--- config.mk ---
export PLATFORM = sky130hd
export DESIGN_NAME = digit_serial_add_sched_flat
export DESIGN_NICKNAME = d
export VERILOG_FILES = /design/src/rtl/digit_serial_add_sched_if.sv /design/src/rtl/digit_serial_add_sched.sv /design/src/flat_wrapper.sv
export SDC_FILE = /design/constraint.sdc
export NUM_CORES = 1
export LEC_CHECK = 0
export CAP_MARGIN = 25
export CORE_MARGIN = 2
export CORE_UTILIZATION = 40
export DETAILED_ROUTE_END_ITERATION = 7
export DONT_BUFFER_PORTS = 1
export HOLD_SLACK_MARGIN = 0.06
export SYNTH_ARGS = -nofsm -noshare
export SYNTH_HDL_FRONTEND = slang
export SYNTH_SLANG_ARGS = --single-unit
--- constraint.sdc ---
create_clock -name clk -period 2.1 [get_ports clk]
set_clock_uncertainty 0.15 [all_clocks]
set_input_delay 0.42 -clock clk [delete_from_list [all_inputs] [get_ports clk]]
set_output_delay 0.42 -clock clk [all_outputs]
set_load 0.01 [all_outputs]
--- src/rtl/digit_serial_add_sched_if.sv ---
// Bundle for the two request ports, the result port and the digit-serial adder port.
// The res_ovf wire exists only when OVF_EN is defined.
interface digit_serial_add_sched_if #(
    parameter int WIDTH = 16
);
    logic             req0_valid;
    logic             req0_ready;
    logic [WIDTH-1:0] req0_x;
    logic [WIDTH-1:0] req0_y;
    logic             req1_valid;
    logic             req1_ready;
    logic [WIDTH-1:0] req1_x;
    logic [WIDTH-1:0] req1_y;
    logic             res_valid;
    logic             res_ready;
    logic             res_id;
    logic [WIDTH-1:0] res_sum;
    logic             res_cout;
`ifdef OVF_EN
    logic             res_ovf;
`endif
    logic             add_valid;
    logic [3:0]       add_x;
    logic [3:0]       add_y;
    logic [3:0]       add_s;
    logic             add_c;

    // master: the environment (requesters, result sink, adder)
    modport master (
        output req0_valid, req0_x, req0_y, req1_valid, req1_x, req1_y,
        output res_ready, add_s, add_c,
        input  req0_ready, req1_ready, res_valid, res_id, res_sum, res_cout,
`ifdef OVF_EN
        input  res_ovf,
`endif
        input  add_valid, add_x, add_y
    );

    // slave: the scheduler
    modport slave (
        input  req0_valid, req0_x, req0_y, req1_valid, req1_x, req1_y,
        input  res_ready, add_s, add_c,
        output req0_ready, req1_ready, res_valid, res_id, res_sum, res_cout,
`ifdef OVF_EN
        output res_ovf,
`endif
        output add_valid, add_x, add_y
    );
endinterface

--- src/rtl/digit_serial_add_sched.sv ---
// Round-robin scheduler feeding one shared 4-bit digit-serial adder, LSB nibble first.
// Define OVF_EN to add the registered signed-overflow flag res_ovf.
//
// state | meaning
// IDLE  | grant one valid requester, latch its operands
// RUN   | stream nibble k to the adder, collect sum nibble k-1
// LAST  | adder idle (burst gap), collect top nibble and carry
// RESP  | hold result until consumer takes it
module digit_serial_add_sched #(
    parameter int WIDTH = 16
) (
    input logic                     clk,
    input logic                     rst_n,
    digit_serial_add_sched_if.slave bus
);
    localparam int NDIG = WIDTH / 4;
    localparam int MSB  = WIDTH - 1;

    typedef enum logic [1:0] {S_IDLE, S_RUN, S_LAST, S_RESP} state_t;

    state_t           state;
    state_t           state_nx;
    logic [WIDTH-1:0] x_q;
    logic [WIDTH-1:0] y_q;
    logic [WIDTH-1:0] sum_q;
    logic             id_q;
    logic             cout_q;
    logic             last_q;
    logic [3:0]       k_q;
    logic [3:0]       ax_q;
    logic [3:0]       ay_q;
    logic             grant1;
    logic             accept;
    logic             last_dig;
    logic [3:0]       k_nx;
    logic [3:0]       wr_idx;
    logic             wr_en;
    logic [WIDTH-1:0] sel_x;
    logic [WIDTH-1:0] sel_y;
`ifdef OVF_EN
    logic             ovf_q;
`endif

    // last_q remembers who was served last; resetting to 1 makes req0 win the first tie
    assign grant1   = bus.req1_valid & (~bus.req0_valid | ~last_q);
    assign accept   = (state == S_IDLE) & (bus.req0_valid | bus.req1_valid);
    assign last_dig = (k_q == 4'(NDIG - 1));
    assign k_nx     = k_q + 4'd1;
    assign sel_x    = grant1 ? bus.req1_x : bus.req0_x;
    assign sel_y    = grant1 ? bus.req1_y : bus.req0_y;
    assign wr_idx   = (state == S_LAST) ? 4'(NDIG - 1) : (k_q - 4'd1);
    assign wr_en    = ((state == S_RUN) & (k_q != 4'd0)) | (state == S_LAST);

    always_ff @(posedge clk or negedge rst_n) begin
        if (!rst_n) state <= S_IDLE;
        else        state <= state_nx;
    end

    always_comb begin
        state_nx = state;
        case (state)
            S_IDLE:  if (accept) state_nx = S_RUN;
            S_RUN:   if (last_dig) state_nx = S_LAST;
            S_LAST:  state_nx = S_RESP;
            S_RESP:  if (bus.res_ready) state_nx = S_IDLE;
            default: state_nx = S_IDLE;
        endcase
    end

    always_comb begin
        bus.req0_ready = 1'b0;
        bus.req1_ready = 1'b0;
        bus.add_valid  = 1'b0;
        bus.res_valid  = 1'b0;
        case (state)
            S_IDLE: begin
                bus.req0_ready = bus.req0_valid & ~grant1;
                bus.req1_ready = grant1;
            end
            S_RUN:   bus.add_valid = 1'b1;
            S_RESP:  bus.res_valid = 1'b1;
            default: ;
        endcase
    end

    // operand nibbles are registered one step ahead so add_x/add_y hold outside RUN
    always_ff @(posedge clk or negedge rst_n) begin
        if (!rst_n) begin
            x_q    <= '0;
            y_q    <= '0;
            id_q   <= 1'b0;
            last_q <= 1'b1;
            k_q    <= 4'd0;
            ax_q   <= 4'd0;
            ay_q   <= 4'd0;
            cout_q <= 1'b0;
        end else begin
            case (state)
                S_IDLE: if (accept) begin
                    x_q    <= sel_x;
                    y_q    <= sel_y;
                    id_q   <= grant1;
                    last_q <= grant1;
                    k_q    <= 4'd0;
                    ax_q   <= sel_x[3:0];
                    ay_q   <= sel_y[3:0];
                end
                S_RUN: begin
                    k_q <= k_nx;
                    if (!last_dig) begin
                        ax_q <= 4'(x_q >> {k_nx, 2'b00});
                        ay_q <= 4'(y_q >> {k_nx, 2'b00});
                    end
                end
                S_LAST:  cout_q <= bus.add_c;
                default: ;
            endcase
        end
    end

    always_ff @(posedge clk or negedge rst_n) begin
        if (!rst_n) begin
            sum_q <= '0;
        end else begin
            for (int i = 0; i < NDIG; i++) begin
                if (wr_en && (wr_idx == 4'(i))) sum_q[4*i +: 4] <= bus.add_s;
            end
        end
    end

`ifdef OVF_EN
    // add_s[3] at the LAST edge is the MSB of the full sum
    always_ff @(posedge clk or negedge rst_n) begin
        if (!rst_n)               ovf_q <= 1'b0;
        else if (state == S_LAST) ovf_q <= (x_q[MSB] == y_q[MSB]) & (bus.add_s[3] != x_q[MSB]);
    end
    assign bus.res_ovf = ovf_q;
`endif

    assign bus.res_id   = id_q;
    assign bus.res_sum  = sum_q;
    assign bus.res_cout = cout_q;
    assign bus.add_x    = ax_q;
    assign bus.add_y    = ay_q;
endmodule

--- src/flat_wrapper.sv ---
// flat-port wrapper written by rule: the top's interface ports become plain ports
module digit_serial_add_sched_flat 
#(
    parameter int WIDTH = 16
)
  (clk, rst_n, bus_req0_valid, bus_req0_x, bus_req0_y, bus_req1_valid, bus_req1_x, bus_req1_y, bus_res_ready, bus_add_s, bus_add_c, bus_req0_ready, bus_req1_ready, bus_res_valid, bus_res_id, bus_res_sum, bus_res_cout, bus_add_valid, bus_add_x, bus_add_y);
  digit_serial_add_sched_if #(.WIDTH(WIDTH)) bus_i ();
  input logic clk;
  input logic rst_n;
  input wire logic [$bits(bus_i.req0_valid)-1:0] bus_req0_valid;
  input wire logic [$bits(bus_i.req0_x)-1:0] bus_req0_x;
  input wire logic [$bits(bus_i.req0_y)-1:0] bus_req0_y;
  input wire logic [$bits(bus_i.req1_valid)-1:0] bus_req1_valid;
  input wire logic [$bits(bus_i.req1_x)-1:0] bus_req1_x;
  input wire logic [$bits(bus_i.req1_y)-1:0] bus_req1_y;
  input wire logic [$bits(bus_i.res_ready)-1:0] bus_res_ready;
  input wire logic [$bits(bus_i.add_s)-1:0] bus_add_s;
  input wire logic [$bits(bus_i.add_c)-1:0] bus_add_c;
  output wire logic [$bits(bus_i.req0_ready)-1:0] bus_req0_ready;
  output wire logic [$bits(bus_i.req1_ready)-1:0] bus_req1_ready;
  output wire logic [$bits(bus_i.res_valid)-1:0] bus_res_valid;
  output wire logic [$bits(bus_i.res_id)-1:0] bus_res_id;
  output wire logic [$bits(bus_i.res_sum)-1:0] bus_res_sum;
  output wire logic [$bits(bus_i.res_cout)-1:0] bus_res_cout;
  output wire logic [$bits(bus_i.add_valid)-1:0] bus_add_valid;
  output wire logic [$bits(bus_i.add_x)-1:0] bus_add_x;
  output wire logic [$bits(bus_i.add_y)-1:0] bus_add_y;
  assign bus_i.req0_valid = bus_req0_valid;
  assign bus_i.req0_x = bus_req0_x;
  assign bus_i.req0_y = bus_req0_y;
  assign bus_i.req1_valid = bus_req1_valid;
  assign bus_i.req1_x = bus_req1_x;
  assign bus_i.req1_y = bus_req1_y;
  assign bus_i.res_ready = bus_res_ready;
  assign bus_i.add_s = bus_add_s;
  assign bus_i.add_c = bus_add_c;
  assign bus_req0_ready = bus_i.req0_ready;
  assign bus_req1_ready = bus_i.req1_ready;
  assign bus_res_valid = bus_i.res_valid;
  assign bus_res_id = bus_i.res_id;
  assign bus_res_sum = bus_i.res_sum;
  assign bus_res_cout = bus_i.res_cout;
  assign bus_add_valid = bus_i.add_valid;
  assign bus_add_x = bus_i.add_x;
  assign bus_add_y = bus_i.add_y;
  digit_serial_add_sched #(.WIDTH(WIDTH)) u_core (.clk(clk), .rst_n(rst_n), .bus(bus_i));
endmodule
==> flow_summary_export.csv <==
group,metric,value,unit
drt,drt_iter0_markers,50,
clocking,path_clk_slew,0.07,ns
sta,min_period,2.006,ns
sta,finalHoldViolCount,0,
worst_setup_path,crit_type,"reg2out",
global_route,gr-total-overflow,0,
sta,hold_slack,0.08455,ns
worst_setup_path,r2r_start,"u_core.state[1]",
clocking,cts_buffers,9,
synth,synth-edff-count,0,
worst_hold_path,whs_path_depth,1,
global_route,antenna_found_initial,0,
drt,vias,2273,
placement,placedCellCount,410,
final_layout,drive_gt1_share,23.46,%
placement,placedInstanceArea,3596,sq um
floorplanning,die_w,96.43,microns
clocking,cts_tree,"built",
global_route,grt_pass1_vias,2245,
placement,place_ws,-0.02278,ns
global_route,gr-usage-all-layers,15.79,%
synth,yosysUniqueCellTypes,42,
placement,place_congestion,0.8131,
synth,syn_area,3417,sq um
worst_hold_path,holdPathEnd,"u_core.bus.res_sum[5]",
final_layout,final_cell_mix,"dfrtp_1 (64), nand2_1 (44), mux2i_1 (35), o21ai_0 (35), mux2_2 (18)",
drt,viasPerCell,5.298,
worst_hold_path,holdCritPathClass,"in2reg",
worst_setup_path,reg2reg_slack,0.13,ns
final_layout,layout_commonest_cell,"dfrtp_1",
sta,layout_setup_ws,0.09442,ns
clocking,cts_sinks,65,
synth,synth-main-ff-cell,"dfrtp_1",
power,leakagePower,1.688,nW
power,powerDensity,1580,nW/um^2
worst_setup_path,endpoint_kind,"output pin",
sta,setup_viol,0,
global_route,grt_max_degree,66,
global_route,grt_first_pass_wirelength,10980,microns
synth,yosysSeqAreaShare,47.64,%
worst_setup_path,crit_arrival,1.44,ns
clocking,cts_buffer_depth,2,
worst_hold_path,hold_path_startpoint,"bus_add_s[1]",
sta,drv_slew,0,
synth,ys_ff_latch,65,
sta,relSlewSlack,64.26,%
final_layout,nFillCells,783,
worst_setup_path,crit_required,1.53,ns
drt,drc_errors,0,
clocking,cts_setup_buffers,0,
run,maxCapViolations,0,
floorplanning,core_area,8258,sq um
final_layout,layout.cells.non_filler,429,
final_layout,diodes,0,
synth,yosysWarnings,0,
floorplanning,start_util,41.38,%
final_layout,fin_nets,401,
drt,postRouteAntennaNets,0,
worst_setup_path,regToRegEndpoint,"u_core.bus.res_sum[6]",
synth,syn_inst,308,
synth,ys_async_sr_fraction,100.0,%
floorplanning,die_h,96.43,microns
worst_setup_path,crit_fanout,4,
placement,io_buffers,0,
final_layout,final_area,3885,sq um
synth,avgSynthCellArea,11.09,sq um
power,vdd_drop_max,0.0004787,V
floorplanning,die_area,9298,sq um
status,status,"complete, no violations",
floorplanning,rows,33,
floorplanning,io_pins,104,
placement,dp_hpwl,5189,microns
worst_setup_path,start_kind,"flop",
final_layout,area_delta_synth_final,13.69,%
sta,worst_pin_slew,0.5341,ns
clocking,cts_root_buf,"clkbuf_8",
sta,period_share,95.50,%
synth,synth_fp_nets,390,
clocking,htreeDepth,3,
worst_setup_path,reg2reg_depth,7,
power,total_power,6.138,mW
drt,first_pass_iters,4,
sta,rsz0062_at_grt,"false",
drt,wire_per_inst,16.43,microns
clocking,clk_latency,0.33,ns
sta,fmax,0.4986,GHz
drt,routed_wl,7049,microns
==> worst max-delay path, cell delays in order, from the launching register on <==
cell and delay, ns:
dfrtp_1 0.40, inv_1 0.14, ha_2 0.23, buf_4 0.14
nand2_1 0.06, nor2_2 0.13
==> cell usage after synthesis (2+ instances only) <==
cell      number  area share, %
nor2_1        15            1.6
inv_1          5           0.55
mux4_2         8            5.3
a21boi_0       2           0.44
dfrtp_1       64             47
buf_4          6            1.3
nand3_1        3           0.44
nand2_1       44            4.8
buf_6          2           0.66
o21a_1         9            2.0
nand3b_1       2           0.44
xnor2_1        2           0.51
a21o_1         2           0.44
nor2b_1        3           0.55
mux2i_1       35             10
mux2_2        18            5.9
buf_2          5           0.73
o21ai_0       36            5.3
clkbuf_1       7           0.77
ha_1           8            2.9
a21oi_1       11            1.6
==> state kept, by name, indices dropped and copies added (netlist names) <==
name                 flops
u_core.last_q            1
u_core.bus.res_id        1
u_core.bus.res_sum      16
u_core.bus.add_x         4
u_core.k_q               4
u_core.bus.res_cout      1
u_core.y_q              16
u_core.x_q              16
u_core.state             2
u_core.bus.add_y         4
==> where the power goes <==
group | leakage [nW] | total [mW] | switching (mW) | internal [mW]
clock | 0.109 | 1.08 | 0.467 | 0.609
sequential | 0.785 | 2.41 | 0.522 | 1.89
combinational | 0.794 | 2.66 | 1.32 | 1.33
==> worst max-delay path by stage <==
| stage | start | end | slack (ns) | cells past startpoint |
|---|---|---|---|---|
| 2_1_floorplan | u_core.k_q[0] | u_core.bus.res_sum[10] | 0.03 | 7 |
| 3_3_place_gp | u_core.k_q[0] | u_core.bus.add_y[3] | 0.09 | 6 |
| 3_5_place_dp | u_core.k_q[0] | u_core.bus.add_x[1] | -0.02 | 6 |
| 4_1_cts | u_core.state[0] | bus_req0_ready | 0.004 | 5 |
| 5_1_grt | u_core.state[1] | u_core.bus.res_sum[4] | 0.005 | 7 |
| 6_report | u_core.state[0] | bus_req0_ready | 0.09 | 5 |
==> logic make-up after synthesis <==
| family | Yosys count | share of synthesized area (%) |
|---|---|---|
| XOR/XNOR | 3 | 0.7691 |
| adder cells (fa/ha/maj) | 8 | 2.929 |
| AND/OR/NAND/NOR | 77 | 10.36 |
| buffers and inverters | 26 | 4.138 |
| multiplexers | 61 | 21.46 |
| flip-flops | 65 | 47.64 |
| AO/OA/AOI/OAI | 68 | 12.71 |
==> layer usage <==
metal | wire (microns) | track usage [%] | vias to the layer above
li1 | - | - | 1111
met1 | 3048 | 19.90 | 1102
met2 | 3534 | 26.10 | 54
met3 | 388 | 4.189 | 6
met4 | 76 | 5.986 | 0
met5 | 0 | 0 | -
==> final cells by class <==
| type | instances | area, sq um | share of cell area, % |
|---|---|---|---|
| sequential | 65 | 1628 | 41.90 |
| inverter | 5 | 18.77 | 0.4831 |
| clock buffer | 11 | 151.4 | 3.897 |
| multi-input combinational | 217 | 1699 | 43.74 |
| clock inverter | 5 | 53.80 | 1.385 |
| timing repair buffer | 21 | 202.7 | 5.217 |
| tap | 105 | 131.4 | 3.382 |
==> through the flow <==
stage / util [%] / TNS (ns)
4_1_cts: 46.71 / 0
3_3_place_gp: 43.55 / 0
2_1_floorplan: - / 0
6_report: 47.05 / 0
5_1_grt: 47.05 / 0
3_5_place_dp: 43.55 / -0.04525
==> what timing repair did <==
action                                  in CTS  in global routing
cloned                                       0                  0
endpoints found under the setup margin       8                 23
gates resized for setup                      1                  9
hold buffers                                 3                  0
endpoints found under the hold margin       66                  0
No activity file was read; power rests on OpenSTA's default activity.
